--- src/rtl/puf_crp_sequencer.sv ---
// Challenge-response sequencer for the 8-stage arbiter PUF: an LFSR generates the
// challenges, each challenge is evaluated VOTES times, and every bit is majority-voted.
module puf_crp_sequencer #(
    parameter int C_LENGTH      = 8,
    parameter int SETTLE_CYCLES = 4,
    parameter int VOTES         = 5,
    parameter int NUM_CRP       = 16
) (
    input  logic                clk,
    input  logic                rst_n,
    input  logic                start,
    input  logic [C_LENGTH-1:0] seed,
    output logic                busy,
    output logic                done,
    output logic [C_LENGTH-1:0] puf_challenge,
    output logic                puf_pulse,
    input  logic [C_LENGTH-1:0] puf_response,
    output logic                out_valid,
    input  logic                out_ready,
    output logic [C_LENGTH-1:0] out_data,
    output logic [C_LENGTH-1:0] out_challenge,
    output logic [C_LENGTH-1:0] out_unstable
);

    localparam int VW = $clog2(VOTES + 1);
    localparam int CW = (NUM_CRP > 1) ? $clog2(NUM_CRP) : 1;

    typedef enum logic [2:0] {
        IDLE,
        LOAD,
        LAUNCH,
        SAMPLE,
        RELAX,
        OUTPUT
    } state_t;

    state_t        state;
    logic [7:0]    settle_cnt;
    logic [VW-1:0] eval_cnt;
    logic [CW-1:0] crp_cnt;
    logic [VW-1:0] vote_cnt [C_LENGTH];

    logic [C_LENGTH-1:0] lfsr_next;
    logic [C_LENGTH-1:0] voted;
    logic [C_LENGTH-1:0] unstable;

    // Fibonacci LFSR, x^8+x^6+x^5+x^4+1; taps only valid for an 8-bit challenge.
    assign lfsr_next = {puf_challenge[6:0],
                        puf_challenge[7] ^ puf_challenge[5] ^ puf_challenge[4] ^ puf_challenge[3]};

    // NOTE: every variable assigned in always_comb gets a default first, so no latch can be inferred.
    always_comb begin
        voted    = '0;
        unstable = '0;
        for (int i = 0; i < C_LENGTH; i++) begin
            voted[i]    = (vote_cnt[i] > VW'(VOTES / 2));
            unstable[i] = (vote_cnt[i] != '0) && (vote_cnt[i] != VW'(VOTES));
        end
    end

    // NOTE: sequential state uses non-blocking assignments only, so every register sees pre-edge values.
    always_ff @(posedge clk) begin
        if (!rst_n) begin
            state         <= IDLE;
            settle_cnt    <= '0;
            eval_cnt      <= '0;
            crp_cnt       <= '0;
            busy          <= 1'b0;
            done          <= 1'b0;
            puf_challenge <= '0;
            puf_pulse     <= 1'b0;
            out_valid     <= 1'b0;
            out_data      <= '0;
            out_challenge <= '0;
            out_unstable  <= '0;
            // NOTE: the vote counters are a small register array, not a RAM, so they are reset like any other state.
            for (int i = 0; i < C_LENGTH; i++) vote_cnt[i] <= '0;
        end else begin
            done <= 1'b0;
            unique case (state)
                IDLE: begin
                    if (start) begin
                        puf_challenge <= (seed == '0) ? C_LENGTH'(1) : seed;
                        crp_cnt       <= '0;
                        eval_cnt      <= '0;
                        for (int i = 0; i < C_LENGTH; i++) vote_cnt[i] <= '0;
                        busy          <= 1'b1;
                        state         <= LOAD;
                    end
                end

                LOAD: begin
                    settle_cnt <= '0;
                    puf_pulse  <= 1'b1;
                    state      <= LAUNCH;
                end

                LAUNCH: begin
                    if (settle_cnt == 8'(SETTLE_CYCLES - 1)) begin
                        settle_cnt <= '0;
                        state      <= SAMPLE;
                    end else begin
                        settle_cnt <= settle_cnt + 8'd1;
                    end
                end

                SAMPLE: begin
                    for (int i = 0; i < C_LENGTH; i++)
                        vote_cnt[i] <= vote_cnt[i] + VW'(puf_response[i]);
                    eval_cnt  <= eval_cnt + VW'(1);
                    puf_pulse <= 1'b0;
                    state     <= RELAX;
                end

                RELAX: begin
                    if (settle_cnt == 8'(SETTLE_CYCLES - 1)) begin
                        settle_cnt <= '0;
                        if (eval_cnt < VW'(VOTES)) begin
                            puf_pulse <= 1'b1;
                            state     <= LAUNCH;
                        end else begin
                            out_data      <= voted;
                            out_unstable  <= unstable;
                            out_challenge <= puf_challenge;
                            out_valid     <= 1'b1;
                            state         <= OUTPUT;
                        end
                    end else begin
                        settle_cnt <= settle_cnt + 8'd1;
                    end
                end

                OUTPUT: begin
                    if (out_ready) begin
                        out_valid <= 1'b0;
                        if (crp_cnt == CW'(NUM_CRP - 1)) begin
                            busy  <= 1'b0;
                            done  <= 1'b1;
                            state <= IDLE;
                        end else begin
                            crp_cnt       <= crp_cnt + CW'(1);
                            puf_challenge <= lfsr_next;
                            eval_cnt      <= '0;
                            for (int i = 0; i < C_LENGTH; i++) vote_cnt[i] <= '0;
                            state         <= LOAD;
                        end
                    end
                end

                default: state <= IDLE;
            endcase
        end
    end

endmodule

--- config.mk ---
export PLATFORM = sky130hd
export DESIGN_NAME = puf_crp_sequencer
export DESIGN_NICKNAME = d
export VERILOG_FILES = /design/src/rtl/puf_crp_sequencer.sv
export SDC_FILE = /design/constraint.sdc
export NUM_CORES = 1
export LEC_CHECK = 0
export BUFFER_PORTS_ARGS = -buffer_cell sky130_fd_sc_hd__buf_2
export CAP_MARGIN = 20
export CELL_PAD_IN_SITES_DETAIL_PLACEMENT = 0
export CELL_PAD_IN_SITES_GLOBAL_PLACEMENT = 1
export CORE_MARGIN = 5
export CORE_UTILIZATION = 39
export CTS_CLUSTER_DIAMETER = 150
export DETAILED_ROUTE_END_ITERATION = 7
export PLACE_DENSITY_LB_ADDON = 0.1
export SLEW_MARGIN = 30
export SYNTH_ARGS = -nofsm -noshare
export SYNTH_HDL_FRONTEND = slang
export SYNTH_SLANG_ARGS = --single-unit
--- constraint.sdc ---
create_clock -name clk -period 1.75 [get_ports clk]
set_input_delay 0.2625 -clock clk [delete_from_list [all_inputs] [get_ports clk]]
set_output_delay 0.2625 -clock clk [all_outputs]
set_load 0.1 [all_outputs]
==> results of run 1 <==
[cells in the mapped netlist (10+ instances only)]
master	n
edfxtp_1	12
o21ai_0	12
nor2_1	51
xor2_1	10
and3_1	12
dfxtp_1	66
clkbuf_1	11
a211oi_1	18
a311oi_1	12
mux2i_1	10
ha_1	19
a21oi_1	30
nand2_1	24
[logic make-up after synthesis]
logic type / after synthesis
and+or+nand+nor: 126
xor gates and xnor gates: 17
adders and majority gates: 19
buffers and inverters: 28
muxes: 10
AOI/OAI and AO/OA: 100
DFF: 78
[routing by layer]
metal / track usage (%) / up-vias / share of wire [%]
met3: 3.19 / 10 / 4.1
met5: 0 / - / 0
met2: 22.9 / 63 / 45
met1: 19.9 / 1421 / 49
li1: - / 1552 / -
met4: 5.75 / 0 / 1.4
[state kept, by name, summed over array words and instances (netlist names), 4 cells and up]
signal and flops:
out_data 8, puf_challenge 8, out_challenge 8, out_unstable 8, settle_cnt 8, crp_cnt 4, vote_cnt 24
[worst max-delay path, delay by kind of cell, from the launching register on]
family	cells	cell delay, ps
adder cells (fa/ha/maj)	1	140
buffers and inverters	1	190
flip-flops	1	360
multiplexers	1	180
AND/OR/NAND/NOR	3	750
[per-stage QoR]
stage	worst slack [ps]	power [uW]	instance area [um2]	cells
global placement	32.6	3790	4180	551
CTS	0.759	5170	4380	567
global route	-36.8	5510	4610	578
finish	19.1	5190	4610	578
floorplan	20.2	3410	3650	378
detailed placement	3.18	3800	4180	551
[repair_timing]
action	4_1_cts	5_1_grt
endpoints found under the setup margin	3	48
buffers inserted	0	7
gates cloned	0	4
pin swaps	0	6
gates resized for setup	1	17
[layout make-up]
class	count	area, um2
repair buffers	96	681
inverters	5	22.5
fillers	907	4580
flip-flops and latches	78	1690
multi-input cells	272	1890
clock buffers	10	149
well taps	111	139
clock inverters	6	48.8
[path summary, 6_finish.rpt]
path | startpoint | to | slack (ps) | depth (start not counted)
worst max-delay path | settle_cnt[0] | out_challenge[2] | 20 | 6
worst min-delay path | seed[2] | puf_challenge[2] | 180 | 3
worst max register to register | settle_cnt[0] | out_challenge[2] | 20 | 6
worst min register to register | busy | busy | 480 | 2
[power groups by stage]
stage	Clock [uW]	Combinational (uW)	Sequential, uW
4_1_cts	1400	1610	2170
3_5_place_dp	0	1590	2210
3_3_place_gp	0	1590	2200
5_1_grt	1490	1820	2210
6_report	1360	1660	2170
2_1_floorplan	0	779	2630
==> run_results.csv, run 1 <==
group,metric,value,unit
placed_design,port_buffers,55,
critical_path,slowest_delay,410,ps
logic_synthesis,synthMuxAreaShare,2.74,%
cts,clkLatencyLatePin,360,ps
routing,drt-total-wl,8.70,mm
placed_design,routabilityCongestion,0.760,
logic_synthesis,yosys_warnings,0,
timing,slew_headroom,67.0,%
floorplan,die_height,107,um
global_routing,overflow,0,
logic_synthesis,avgSynthCellArea,9.65,um2
cts,clock_path_buffers,2,
logic_synthesis,synth-edff-count,12,
power_and_ir_drop,ir_worst_vdd,0.606,mV
critical_path,critPathKind,"reg -> reg",
logic_synthesis,synthAdderAreaFrac,6.52,%
logic_synthesis,async_reset_ff_share,0,%
logic_synthesis,synthSimpleGateAreaFrac,17.2,%
logic_synthesis,ys_types,52,
cells_and_area,nets,501,
critical_path,critPathRequiredTime,1990,ps
cells_and_area,area_growth,26.4,%
routing,drc_errors,0,
cells_and_area,mostFrequentLayoutCell,"dfxtp_1",
logic_synthesis,synth_compound_area_share,19.3,%
logic_synthesis,syn_inst,378,
power_and_ir_drop,p_sw,2010,uW
outcome,outcome,"completed",
timing,fin_skew,15.1,ps
power_and_ir_drop,internal_power,3180,uW
routing,viasPerCell,5.27,
power_and_ir_drop,leakage,0.00196,uW
logic_synthesis,synth_top_area_share,36.2,%
critical_path,cp_slowest_cell,"and4_4",
global_routing,grt_max_degree,40,
cts,cts_sinks,78,
timing,setup_viol,0,
timing,finalHoldViolations,0,
hold_path,hold_class,"in -> reg",
timing,fin_crit,1730,ps
critical_path,startpoint_type,"register",
run,maxCapViolations,0,
cts,cts_tree,"built",
timing,period_share,98.9,%
critical_path,path_cells,"ha_4 > nor4b_4 > and4_4 > clkbuf_16 > mux2i_1 > nor2_1",
floorplan,ioPinCount,56,
cells_and_area,drive_gt1_share,28.7,%
logic_synthesis,syn_area,0.00365,mm2
cts,root_buffer,"clkbuf_8",
timing,rsz0062_at_grt,"yes",
floorplan,start_util,39.7,%
logic_synthesis,synth_seq_cells,78,
critical_path,arrival,1970,ps
critical_path,cp_max_fo,6,
cts,clkSlewWorstSetupHoldPaths,90,ps
timing,fin_tns_setup,0,ps
power_and_ir_drop,p_per_area,1130,mW/mm2
routing,drtIter0Drc,100,
global_routing,grt_pass1_wl,13.5,mm
logic_synthesis,synth_top_family_by_area,"compound AO/OA/AOI/OAI gates",
global_routing,antenna_found_initial,0,
routing,wl_per_cell,15.1,um
global_routing,grt_pass1_vias,2793,
power_and_ir_drop,seqPwrFrac,41.9,%
cts,hold_buffers,0,
power_and_ir_drop,p_sw_share,38.8,%
cells_and_area,final_util,50.1,%
cells_and_area,antennaDiodeCount,0,
critical_path,endpoint_kind,"register",
logic_synthesis,syn-num-nets,417,
global_routing,track_usage,14.7,%
logic_synthesis,synth_top_cell_by_area,"dfxtp_1",
timing,hold_ws,183,ps
logic_synthesis,synth_flop_cell,"dfxtp_1",
timing,max_freq,0.578,GHz
cts,cts_max_level,3,
cts,cts_buffers,9,
logic_synthesis,synth_xor_xnor_area_share,4.08,%
timing,slew_viol_final,0,
timing,tightestPinTransition,499,ps
placed_design,dp_hpwl,5.90,mm
logic_synthesis,synth-seq-area-share,46.1,%
routing,route.vias.total,3046,
floorplan,dieArea,0.0114,mm2
power_and_ir_drop,pwr-share-clk,26.1,%
routing,detail-route-antenna-nets,0,
floorplan,die_x,107,um
logic_synthesis,ys_top_cells_by_area,"dfxtp_1 36%, edfxtp_1 9.9%, ha_1 6.5%",
cells_and_area,final_cell_mix,"62 x dfxtp_1, 55 x buf_2, 51 x nor2_1",
floorplan,core,0.00920,mm2
power_and_ir_drop,p_comb_share,32.0,%
routing,dr.pass1.iters,6,
floorplan,num_rows,35,
Power figures use the tool's default switching activity.
==> run 2: changes to the inputs <==
--- a/config.mk
+++ b/config.mk
@@ -14,6 +14,7 @@
 export CTS_CLUSTER_DIAMETER = 150
 export DETAILED_ROUTE_END_ITERATION = 7
 export PLACE_DENSITY_LB_ADDON = 0.1
+export SETUP_SLACK_MARGIN = 0.02
 export SLEW_MARGIN = 30
 export SYNTH_ARGS = -nofsm -noshare
 export SYNTH_HDL_FRONTEND = slang
==> run_results.csv, run 2 (same netlist as run 1, synthesis figures left out) <==
group,metric,value,unit
routing,route.vias.total,3066,
cts,hold_buffers,0,
critical_path,critPathKind,"reg -> reg",
timing,period_share,98.6,%
outcome,outcome,"completed",
cells_and_area,nFillCells,901,
floorplan,ioPinCount,56,
cells_and_area,final_cell_mix,"62 x dfxtp_1, 55 x buf_2, 51 x nor2_1",
global_routing,grt_max_degree,40,
global_routing,track_usage,14.7,%
floorplan,die_x,107,um
cells_and_area,drive_gt1_share,29.4,%
cts,cts_tree,"built",
cells_and_area,area_growth,28.0,%
routing,drt-total-wl,8.87,mm
critical_path,critPathRequiredTime,1990,ps
critical_path,startpoint_type,"register",
placed_design,dp_hpwl,5.90,mm
cells_and_area,mostFrequentLayoutCell,"dfxtp_1",
global_routing,grt_pass1_wl,13.5,mm
floorplan,core,0.00920,mm2
placed_design,port_buffers,55,
routing,drc_errors,0,
routing,wl_per_cell,15.2,um
cells_and_area,fin_cells,583,
cts,cts_sinks,78,
critical_path,cp_max_fo,7,
hold_path,hold_class,"in -> reg",
timing,setup_viol,0,
cells_and_area,seqCellArea,0.00169,mm2
cts,cts_buffers,9,
cells_and_area,nets,506,
floorplan,num_rows,35,
timing,fin_crit,1730,ps
power_and_ir_drop,ir_worst_vdd,0.598,mV
cts,root_buffer,"clkbuf_8",
floorplan,start_util,39.7,%
timing,finalHoldViolations,0,
routing,drtIter0Drc,82,
timing,slew_headroom,66.2,%
timing,rsz0062_at_grt,"yes",
timing,max_freq,0.580,GHz
floorplan,dieArea,0.0114,mm2
routing,viasPerCell,5.26,
cells_and_area,largest_reg_flops,24,
critical_path,arrival,1970,ps
cells_and_area,multiInputGateArea,0.00189,mm2
cts,clkSlewWorstSetupHoldPaths,90,ps
floorplan,die_height,107,um
run,maxCapViolations,0,
cts,clkLatencyLatePin,360,ps
routing,detail-route-antenna-nets,0,
cells_and_area,largest_register,"vote_cnt",
placed_design,dp.cells,551,
power_and_ir_drop,leakage,0.00200,uW
timing,slew_viol_final,0,
timing,tightestPinTransition,502,ps
critical_path,endpoint_kind,"register",
power_and_ir_drop,fin_total_pwr,5230,uW
timing,fin_skew,15.6,ps
timing,fin_tns_setup,0,ps
global_routing,grt_pass1_vias,2805,
routing,dr.pass1.iters,6,
cts,clock_path_buffers,2,
power_and_ir_drop,p_per_area,1120,mW/mm2
cells_and_area,final_util,50.8,%
placed_design,routabilityCongestion,0.760,
cells_and_area,antennaDiodeCount,0,
global_routing,overflow,0,
global_routing,antenna_found_initial,0,
cts,cts_max_level,3,
run 2: cell count changes in the layout (fill, tap and decap cells not counted), sizes merged:
cell  before  now
buf       93   98
run 2: timing repair:
| action | 4_1_cts | 5_1_grt |
|---|---|---|
| resized for setup | 3 | 15 |
| endpoints found under the hold margin | 0 | 0 |
| gates cloned | 0 | 5 |
| setup buffers | 0 | 11 |
| setup endpoints to repair | 12 | 48 |
| pin swaps | 0 | 15 |
run 2: stage by stage:
| stage | hold slack, ps | setup slack [ps] | cell area, um2 |
|---|---|---|---|
| global route | 190 | -33.0 | 4670 |
| finish | 184 | 25.0 | 4670 |
| global placement | 466 | 32.6 | 4180 |
| detailed placement | 469 | 3.18 | 4180 |
| CTS | 165 | 25.8 | 4390 |
| floorplan | 425 | 20.2 | 3650 |
run 2: power by group:
group	internal, uW	switching [uW]	total (uW)	leakage (uW)
clock network	623	733	1360	0.000105
logic	578	1120	1690	0.00123
registers	2000	173	2170	0.000666
run 2: cell type report:
type | count | share of cell area [%]
tap | 111 | 2.97
sequential | 78 | 36.1
timing repair buffer | 101 | 15.8
multi-input combinational | 272 | 40.4
inverter | 5 | 0.482
clock buffer | 10 | 3.19
clock inverter | 6 | 1.05
run 2: final timing paths:
kind / slack (ps) / startpoint / to / cells past startpoint
worst min-delay path: 180 / seed[2] / puf_challenge[2] / 3
worst min register to register: 490 / busy / busy / 2
worst max-delay path: 20 / settle_cnt[1] / out_challenge[2] / 6
worst max register to register: 20 / settle_cnt[1] / out_challenge[2] / 6
run 2: critical path, stage by stage (launching register included):
cell and delay [ps]:
dfxtp_2 360, ha_4 140, nor4b_4 280, and4_4 410, clkbuf_16 190, mux2i_1 180, nor2_1 50
run 2: per-layer routing:
metal  global-route usage (%)  wire length (um)  up-vias
met5                        0                 0        -
met4                     5.75               119        0
met3                     3.19               346       10
met2                     23.0              4010       57
met1                     19.9              4390     1438
li1                         -                 -     1561
==> run 3: changes to the inputs <==
--- a/config.mk
+++ b/config.mk
@@ -9,6 +9,7 @@
 export CAP_MARGIN = 20
 export CELL_PAD_IN_SITES_DETAIL_PLACEMENT = 0
 export CELL_PAD_IN_SITES_GLOBAL_PLACEMENT = 1
+export CORE_ASPECT_RATIO = 0.5
 export CORE_MARGIN = 5
 export CORE_UTILIZATION = 39
 export CTS_CLUSTER_DIAMETER = 150
==> run_results.csv, run 3 (same netlist as run 1, synthesis figures left out) <==
group,metric,value,unit
critical_path,r2r-start,"state[1]",
critical_path,cp_max_fo,16,
timing,fin_tns_setup,0,ps
routing,drc_errors,0,
timing,period_share,93.7,%
cells_and_area,nets,494,
timing,fin_crit,1640,ps
power_and_ir_drop,p_comb_share,29.0,%
placed_design,dp_hpwl,5.99,mm
cells_and_area,final_cell_mix,"61 x dfxtp_1, 55 x buf_2, 49 x nor2_1",
cts,clkLatencyLatePin,340,ps
timing,rsz0062_at_grt,"yes",
power_and_ir_drop,internal_power,3710,uW
floorplan,ioPinCount,56,
power_and_ir_drop,leakage,0.00193,uW
cells_and_area,fin_cells,577,
global_routing,grt_pass1_vias,2923,
critical_path,startpoint_type,"register",
cts,cts_sinks,78,
global_routing,antenna_found_initial,0,
cells_and_area,drive_gt1_share,27.2,%
routing,detail-route-antenna-nets,0,
routing,wl_per_cell,14.5,um
run,maxCapViolations,0,
routing,drtIter0Drc,167,
cts,clock_path_buffers,2,
cells_and_area,multiInputGateArea,0.00185,mm2
cts,root_buffer,"clkbuf_16",
cells_and_area,largest_register,"vote_cnt",
routing,drt-total-wl,8.39,mm
global_routing,track_usage,14.9,%
timing,setup_viol,0,
timing,slew_headroom,67.4,%
floorplan,die_height,78.4,um
timing,hold_ws,182,ps
hold_path,hold_path_startpoint,"rst_n",
floorplan,start_util,40.9,%
power_and_ir_drop,p_sw,2030,uW
floorplan,die_x,147,um
power_and_ir_drop,p_sw_share,35.4,%
timing,setup_ws,111,ps
cts,cts_tree,"built",
critical_path,regToRegSetupSlack,110,ps
placed_design,dp_worst_setup_slack,10.9,ps
power_and_ir_drop,p_per_area,1250,mW/mm2
routing,viasPerCell,5.33,
power_and_ir_drop,pwr-share-clk,32.9,%
floorplan,core,0.00892,mm2
placed_design,dpl_cell_area,0.00420,mm2
cells_and_area,mostFrequentLayoutCell,"dfxtp_1",
cells_and_area,largest_reg_flops,24,
power_and_ir_drop,ir_worst_vdd,0.685,mV
critical_path,critPathRequiredTime,1950,ps
timing,finalHoldViolations,0,
floorplan,dieArea,0.0115,mm2
global_routing,grt_pass1_wl,14.0,mm
cells_and_area,seqCellArea,0.00169,mm2
timing,max_freq,0.610,GHz
critical_path,reg2reg_depth,6,
critical_path,critPathKind,"reg -> reg",
cts,cts_buffers,9,
routing,dr.pass1.iters,4,
hold_path,hold_end,"out_valid",
critical_path,endpoint_kind,"register",
cts,cts_max_level,3,
placed_design,dp.cells,558,
timing,fin_skew,8.75,ps
cts,clkSlewWorstSetupHoldPaths,60,ps
outcome,outcome,"completed",
cells_and_area,area_growth,25.8,%
hold_path,holdPathStages,2,
critical_path,arrival,1840,ps
global_routing,overflow,0,
routing,route.vias.total,3076,
hold_path,hold_class,"in -> reg",
cells_and_area,antennaDiodeCount,0,
critical_path,r2r-end,"out_unstable[0]",
floorplan,num_rows,24,
global_routing,grt_max_degree,44,
cells_and_area,design_area,0.00459,mm2
placed_design,port_buffers,55,
cells_and_area,nFillCells,835,
power_and_ir_drop,seqPwrFrac,38.1,%
cts,hold_buffers,0,
timing,tightestPinTransition,489,ps
placed_design,routabilityCongestion,0.780,
timing,slew_viol_final,0,
[run 3: cell count changes in the layout (fill, tap and decap cells not counted), moves of 2 or more]
cell and delta:
a211oi_2 -4, clkbuf_8 -9, buf_12 -2, clkbuf_16 +6
clkinvlp_4 +2, nor2_1 -2, nor2_2 +2, buf_6 -4
buf_4 -6, a211oi_1 +4
[run 3: what timing repair did]
item | CTS | global route
pin swaps | 0 | 1
endpoints found under the setup margin | 18 | 58
resized for setup | 2 | 15
buffers inserted | 0 | 1
cloned | 0 | 2
[run 3: metal layers]
layer  routed length (um)  vias to the layer above  GRT usage (%)
li1                     -                     1541              -
met1                 4150                     1445           19.8
met2                 3630                       79           22.9
met3                  497                       11           5.58
met4                  101                        0           3.94
met5                    0                        -              0
[run 3: layout make-up]
class | count | share of cell area (%)
Inverter | 5 | 0.491
Multi-Input combinational cell | 272 | 40.3
Sequential cell | 78 | 36.8
Clock buffer | 9 | 4.91
Tap cell | 117 | 3.19
Clock inverter | 7 | 1.72
Timing Repair inverter | 1 | 0.164
Timing Repair Buffer | 88 | 12.5
[run 3: worst max-delay path by stage]
stage             startpoint          endpoint  slack [ps]  cells after the start
6_report            state[1]   out_unstable[0]         110                      6
5_1_grt        settle_cnt[7]   out_unstable[6]          10                      5
4_1_cts             state[0]    vote_cnt[0][9]          10                      4
3_5_place_dp   settle_cnt[1]  out_challenge[5]          10                      6
3_3_place_gp        state[0]    vote_cnt[0][6]          50                      4
2_1_floorplan       state[2]   vote_cnt[0][10]          20                      7
[run 3: metrics by stage]
step	total power (uW)	util (%)
final	5740	51.4
after global routing	6090	51.4
after CTS	5780	50.6
after detailed placement	3860	47.1
after global placement	3840	47.1
after floorplan	3410	-
[run 3: power groups by stage]
| stage | combinational (uW) | sequential [uW] | clock, uW |
|---|---|---|---|
| after CTS | 1650 | 2180 | 1940 |
| after global placement | 1640 | 2210 | 0 |
| after global routing | 1820 | 2210 | 2050 |
| after floorplan | 779 | 2630 | 0 |
| final | 1660 | 2190 | 1890 |
| after detailed placement | 1650 | 2220 | 0 |
[run 3: critical path, cell delays in order, from the launching register on]
cell       delay, ps
dfxtp_2          350
buf_4            150
nor3b_1          280
and4_4           320
buf_4            150
clkbuf_16        170
a211oi_1          80
